File: config.mk
export PLATFORM = sky130hd
export DESIGN_NAME = fifo_fwft_mbank
export DESIGN_NICKNAME = d
export VERILOG_FILES = /design/src/rtl/fifo_fwft_mbank.sv
export SDC_FILE = /design/constraint.sdc
export NUM_CORES = 1
export LEC_CHECK = 0
export BUFFER_PORTS_ARGS = -buffer_cell sky130_fd_sc_hd__buf_2
export CORE_MARGIN = 1
export CORE_UTILIZATION = 50
export CTS_BUF_LIST = sky130_fd_sc_hd__clkbuf_16
export DETAILED_ROUTE_END_ITERATION = 8
export PLACE_DENSITY = 0.67
export SLEW_MARGIN = 20
export SYNTH_ARGS = -nofsm -noshare
export SYNTH_HDL_FRONTEND = slang
export SYNTH_SLANG_ARGS = --single-unit
File: constraint.sdc
create_clock -name clk -period 5.7 [get_ports clk]
set_input_delay 1.14 -clock clk [delete_from_list [all_inputs] [get_ports clk]]
set_output_delay 1.14 -clock clk [all_outputs]
set_load 0.01 [all_outputs]
File: src/rtl/fifo_fwft_mbank.sv
// Purpose: first-word-fall-through sync FIFO, storage split into NUM_BANKS round-robin banks.
// Latency: word written at edge N is on rdata_o from edge N; flags follow registered count.
// Backpressure: writes refused while full (ovf_o), reads refused while empty (udf_o).
module fifo_fwft_mbank #(
   parameter int DATA_WIDTH = 8,
   parameter int FIFO_DEPTH = 16,
   parameter int NUM_BANKS  = 4,
   parameter int ADDR_WIDTH = $clog2(FIFO_DEPTH),
   parameter int AEMPTY_TH  = 4,
   parameter int AFULL_TH   = 12
) (
   input  logic                  clk,
   input  logic                  rst,
   input  logic                  flush_i,
   input  logic                  wen_i,
   input  logic [DATA_WIDTH-1:0] wdata_i,
   output logic                  full_o,
   output logic                  afull_o,
   input  logic                  ren_i,
   output logic [DATA_WIDTH-1:0] rdata_o,
   output logic                  empty_o,
   output logic                  aempty_o,
   output logic [ADDR_WIDTH:0]   count_o,
   output logic                  ovf_o,
   output logic                  udf_o
);

   localparam int BANK_DEPTH = FIFO_DEPTH / NUM_BANKS;
   localparam int BSEL_W     = (NUM_BANKS > 1) ? $clog2(NUM_BANKS) : 1;
   localparam int ROW_W      = (BANK_DEPTH > 1) ? $clog2(BANK_DEPTH) : 1;
   localparam int PTR_W      = ADDR_WIDTH + 1;

   // Parameter sanity, caught at elaboration
   if (FIFO_DEPTH % NUM_BANKS != 0) begin : g_err_div
      $error("FIFO_DEPTH must be a multiple of NUM_BANKS");
   end
   if (NUM_BANKS < 1 || (NUM_BANKS & (NUM_BANKS - 1)) != 0) begin : g_err_nb
      $error("NUM_BANKS must be a power of 2");
   end
   if (FIFO_DEPTH < 2 || (FIFO_DEPTH & (FIFO_DEPTH - 1)) != 0) begin : g_err_depth
      $error("FIFO_DEPTH must be a power of 2");
   end
   if (AFULL_TH > FIFO_DEPTH) begin : g_err_afull
      $error("AFULL_TH must not exceed FIFO_DEPTH");
   end

   logic [PTR_W-1:0]      waddr, raddr;
   logic [PTR_W-1:0]      count;
   logic                  ovf, udf;
   logic                  wr_acc, rd_acc;
   logic [BSEL_W-1:0]     wbank, rbank;
   logic [ROW_W-1:0]      wrow, rrow;
   logic [DATA_WIDTH-1:0] bank_q [NUM_BANKS];
   logic [DATA_WIDTH-1:0] head;

   // Pointer MSBs only carry the wrap lap; occupancy comes from the count register
   logic unused_ptr_msb;
   assign unused_ptr_msb = waddr[ADDR_WIDTH] ^ raddr[ADDR_WIDTH];

   // Low pointer bits pick the bank, the bits above pick the row inside it
   if (NUM_BANKS > 1) begin : g_bsel
      assign wbank = waddr[BSEL_W-1:0];
      assign rbank = raddr[BSEL_W-1:0];
   end else begin : g_bsel_one
      assign wbank = '0;
      assign rbank = '0;
   end

   if (BANK_DEPTH > 1) begin : g_row
      assign wrow = waddr[ADDR_WIDTH-1 -: ROW_W];
      assign rrow = raddr[ADDR_WIDTH-1 -: ROW_W];
   end else begin : g_row_one
      assign wrow = '0;
      assign rrow = '0;
   end

   // Flush dominates both requests; full/empty come from the registered count
   assign wr_acc = wen_i & ~full_o  & ~flush_i;
   assign rd_acc = ren_i & ~empty_o & ~flush_i;

   for (genvar b = 0; b < NUM_BANKS; b++) begin : g_bank
      logic [DATA_WIDTH-1:0] mem [BANK_DEPTH];

      // Single write port per bank; only the bank under waddr is written
      always_ff @(posedge clk) begin
         if (wr_acc && wbank == BSEL_W'(b)) begin
            mem[wrow] <= wdata_i;
         end
      end

      assign bank_q[b] = mem[rrow];
   end

   // Head-of-queue mux over the bank outputs
   always_comb begin
      head = '0;
      for (int b = 0; b < NUM_BANKS; b++) begin
         if (rbank == BSEL_W'(b)) begin
            head = bank_q[b];
         end
      end
   end

   // Pointers, occupancy and sticky error flags
   always_ff @(posedge clk or posedge rst) begin
      if (rst) begin
         waddr <= '0;
         raddr <= '0;
         count <= '0;
         ovf   <= 1'b0;
         udf   <= 1'b0;
      end else if (flush_i) begin
         waddr <= '0;
         raddr <= '0;
         count <= '0;
         ovf   <= 1'b0;
         udf   <= 1'b0;
      end else begin
         if (wr_acc) begin
            waddr <= waddr + PTR_W'(1);
         end
         if (rd_acc) begin
            raddr <= raddr + PTR_W'(1);
         end
         if (wr_acc && !rd_acc) begin
            count <= count + PTR_W'(1);
         end else if (rd_acc && !wr_acc) begin
            count <= count - PTR_W'(1);
         end
         if (wen_i && full_o) begin
            ovf <= 1'b1;
         end
         if (ren_i && empty_o) begin
            udf <= 1'b1;
         end
      end
   end

   assign count_o  = count;
   assign full_o   = (count == PTR_W'(FIFO_DEPTH));
   assign empty_o  = (count == '0);
   assign afull_o  = (count >= PTR_W'(AFULL_TH));
   assign aempty_o = (count <= PTR_W'(AEMPTY_TH));
   assign ovf_o    = ovf;
   assign udf_o    = udf;
   assign rdata_o  = empty_o ? '0 : head;

endmodule
==> flow_metrics.tcl <==
set metrics [dict create \
    min_to "ovf_o$_DFFE_PP0P_" \
    regToRegEndpoint "count_o[4]$_DFFE_PP0P_" \
    sw_frac_of_total 0.266 \
    worstSetupEndpointType "output pin" \
    detail_route.vias_per_cell 5.68 \
    num_rows 40 \
    critical_path.reg2reg.startpoint "count_o[1]$_DFFE_PP0P_" \
    power_switching_uw 781 \
    power_frac_comb 0.194 \
    synthToLayoutAreaGrowth_pct 14.1 \
    drv.max_cap_violation_count 0 \
    critical_path.startpoint_type "register" \
    yosysSeqAreaShare 0.678 \
    post_cts.repair.setup_buffers 0 \
    finalCritPeriodShare 0.724 \
    worstMarginPinSlew_ns 1.07 \
    p_int_mw 2.15 \
    synth.ff_latch_count 143 \
    drc 0 \
    finalHoldViolations 0 \
    tritoncts_clock_tree "done" \
    critical_path_arrival_ns 2.99 \
    synth.top_cell.area_share 0.618 \
    cts_buffer_depth 2 \
    routed_wirelength_um 13000 \
    synth_edf_count 128 \
    multiplexer_area_fraction_after_synthesis 0.129 \
    min-delay-start "ovf_o$_DFFE_PP0P_" \
    depth_of_the_worst_hold_timing_path 2 \
    combinational_family_with_the_most_area_after_synthesis "multiplexers" \
    yosys.area_share.adder 0.0274 \
    worstRegToRegCells 8 \
    design_power_total_mw 2.93 \
    setup_viol 0 \
    post_synth_num_cell_types 46 \
    number_of_global_route_vias_before_repair 3442 \
    worst_setup_hold_path_clk_slew_ns 0.06 \
    yosys.area_share.simple 0.0652 \
    final_period_minus_worst_setup_slack_ns 4.13 \
    synth.cell_area_um2 6220 \
    post-place-cells 559 \
    clock_power_share 0.385 \
    gr-usage-all-layers 0.224 \
    congestion_overflow_gr 0 \
    synth.top_cells.by_count "128 x sky130_fd_sc_hd__edfxtp_1, 29 x sky130_fd_sc_hd__nor2_1, 20 x sky130_fd_sc_hd__mux2i_1, 18 x sky130_fd_sc_hd__nand2_1" \
    synth_xor_xnor_area_share 0.00986 \
    ant_nets 0 \
    coreArea_um2 12100 \
    fin_tns_setup_ns 0 \
    grt_first_pass_wirelength_um 20300 \
    top_flip_flop_cell_by_instance_count_after_synthesis "sky130_fd_sc_hd__edfxtp_1" \
    numPortBuffers 31 \
    route.vias.total 3350 \
    antenna_violations_before_repair 0 \
    floorplan.initialDensity 0.516 \
    instances_no_fill 590 \
    layout-drive-gt1-share 0.246 \
    synth_compound_area_frac 0.0660 \
    fin_worst_skew_ns 0.00718 \
    max-slew-margin-rel 0.286 \
    io_pins 32 \
    wirelength_per_cell_um 22.1 \
    yosysTopAreaCell "sky130_fd_sc_hd__edfxtp_1" \
    synthesized_area_divided_by_synthesized_cell_count_um2 16.5 \
    power-per-cell-area_nw_per_um2 413 \
    outcome "finished, final reports clean" \
    drtPass1Iterations 7 \
    rsz_0062_raised_after_global_routing "false" \
    antenna_diode_count 0 \
    cts_htree_levels 4 \
    postSynthNetCount 403 \
    syn-instance-count 377 \
    insertion_delay_ns 0.42 \
    die_area_um2 12900 \
    power.sequential.fraction 0.421 \
    finalWeightedCongestion 0.789 \
    placed_wire_length_estimate_after_detailed_placement_um 8550 \
    synthesis.yosys.warnings 0 \
    die_y_um 114 \
    crit_start "raddr[2]$_DFFE_PP0P_" \
    yosys.cell_count.top_type "sky130_fd_sc_hd__edfxtp_1" \
    worst_r2r_setup_slack_ns 2.85 \
    worst_ir_drop_vdd_v 0.000206 \
    required_ns 4.56 \
    die_w_um 114 \
    cts_sinks 143 \
    p_leak_nw 2.41 \
    cts_inserted_buffers 17 \
    hold_path_class "register to register" \
    clock_tree.root_cell "sky130_fd_sc_hd__clkbuf_16" \
    grt_start_max_net_pins 37 \
    hold_buffers 0 \
    synthTopCellsByArea "sky130_fd_sc_hd__edfxtp_1 62%, sky130_fd_sc_hd__dfrtp_1 6.0%, sky130_fd_sc_hd__mux4_2 5.4%" \
    worst-path-max-fanout 36 \
    utilization 0.589 \
    ys_async_sr_fraction 0.105 \
    drv_slew 0 \
    worst_path_class_setup "register to output pin" \
    finalNetCount 436 \
    cts_resized 0 \
    detailedRoute.firstIterationViolations 241 \
    fmax_mhz 242 \
]
==> critical path, stage by stage (launching register included) <==
cell                       delay [ns]
sky130_fd_sc_hd__dfrtp_2         1.03
sky130_fd_sc_hd__nand3b_1        0.51
sky130_fd_sc_hd__o22a_1          0.35
sky130_fd_sc_hd__a21o_1          0.19
sky130_fd_sc_hd__a211oi_2        0.27
sky130_fd_sc_hd__buf_2           0.18
==> flip-flops by register name, summed over array words and instances, names as in the netlist <==
name / flops
waddr: 4
udf_o: 1
count_o: 5
raddr: 4
g_bank.mem: 128
ovf_o: 1
==> power by group through the flow <==
| stage | Clock [mW] | Sequential [mW] | Combinational (mW) |
|---|---|---|---|
| after global routing | 1.18 | 1.24 | 0.623 |
| final | 1.13 | 1.23 | 0.569 |
| after detailed placement | 0 | 1.26 | 0.574 |
| after CTS | 1.14 | 1.24 | 0.576 |
| after floorplan | 0 | 1.24 | 0.421 |
| after global placement | 0 | 1.26 | 0.559 |
==> per-stage QoR <==
step / worst slack [ns] / hold WS, ns / cell area (µm²)
4_1_cts: 1.50 / 0.504 / 7100
3_3_place_gp: 2.09 / 0.474 / 6490
6_report: 1.57 / 0.496 / 7100
2_1_floorplan: 2.70 / 0.526 / 6220
3_5_place_dp: 1.97 / 0.490 / 6500
5_1_grt: 1.35 / 0.551 / 7100
==> layer usage <==
layer,share of wire,track usage
met1,0.43,0.296
met2,0.50,0.367
met3,0.053,0.0441
met4,0.021,0.0912
met5,0,0
==> final cells by class <==
class	instances	area, µm²
Clock buffer	17	425
Clock inverter	14	175
Fill cell	901	4960
Inverter	8	30.0
Multi-Input combinational cell	205	1850
Sequential cell	143	4220
Tap cell	168	210
Timing Repair Buffer	35	185
==> placed cells by master (no fill, tap or decap), types with 7 or more instances in the layout <==
cell                        synthesis  final
sky130_fd_sc_hd__mux2i_1           20     20
sky130_fd_sc_hd__buf_2              6     31
sky130_fd_sc_hd__nor2_1            29     29
sky130_fd_sc_hd__o22a_1             8      8
sky130_fd_sc_hd__a21oi_1            7      7
sky130_fd_sc_hd__mux2_2             9      9
sky130_fd_sc_hd__mux2_1             8      8
sky130_fd_sc_hd__a211oi_2           8      8
sky130_fd_sc_hd__nor2b_1           10     10
sky130_fd_sc_hd__mux4_2            15     15
sky130_fd_sc_hd__a221oi_1           8      8
sky130_fd_sc_hd__nand2_1           18     18
sky130_fd_sc_hd__a21o_1             8      8
sky130_fd_sc_hd__clkbuf_16          0     17
sky130_fd_sc_hd__dfrtp_1           15     14
sky130_fd_sc_hd__inv_1              8      9
sky130_fd_sc_hd__ha_1              12     12
sky130_fd_sc_hd__edfxtp_1         128    128
==> cells by family after synthesis <==
| kind of cell | after synthesis |
|---|---|
| xor+xnor | 7 |
| buf+inv | 29 |
| compound gates | 49 |
| simple gates | 80 |
| mux | 56 |
| fa+ha+maj | 13 |
| flops | 143 |
==> worst max-delay path by stage <==
stage	end	slack, ns	depth (start not counted)
6_report	rdata_o[6]	1.57	5
3_5_place_dp	rdata_o[6]	1.97	5
4_1_cts	rdata_o[6]	1.50	5
5_1_grt	rdata_o[6]	1.35	5
3_3_place_gp	rdata_o[6]	2.09	5
2_1_floorplan	rdata_o[6]	2.70	8
Power figures use the tool's default switching activity.
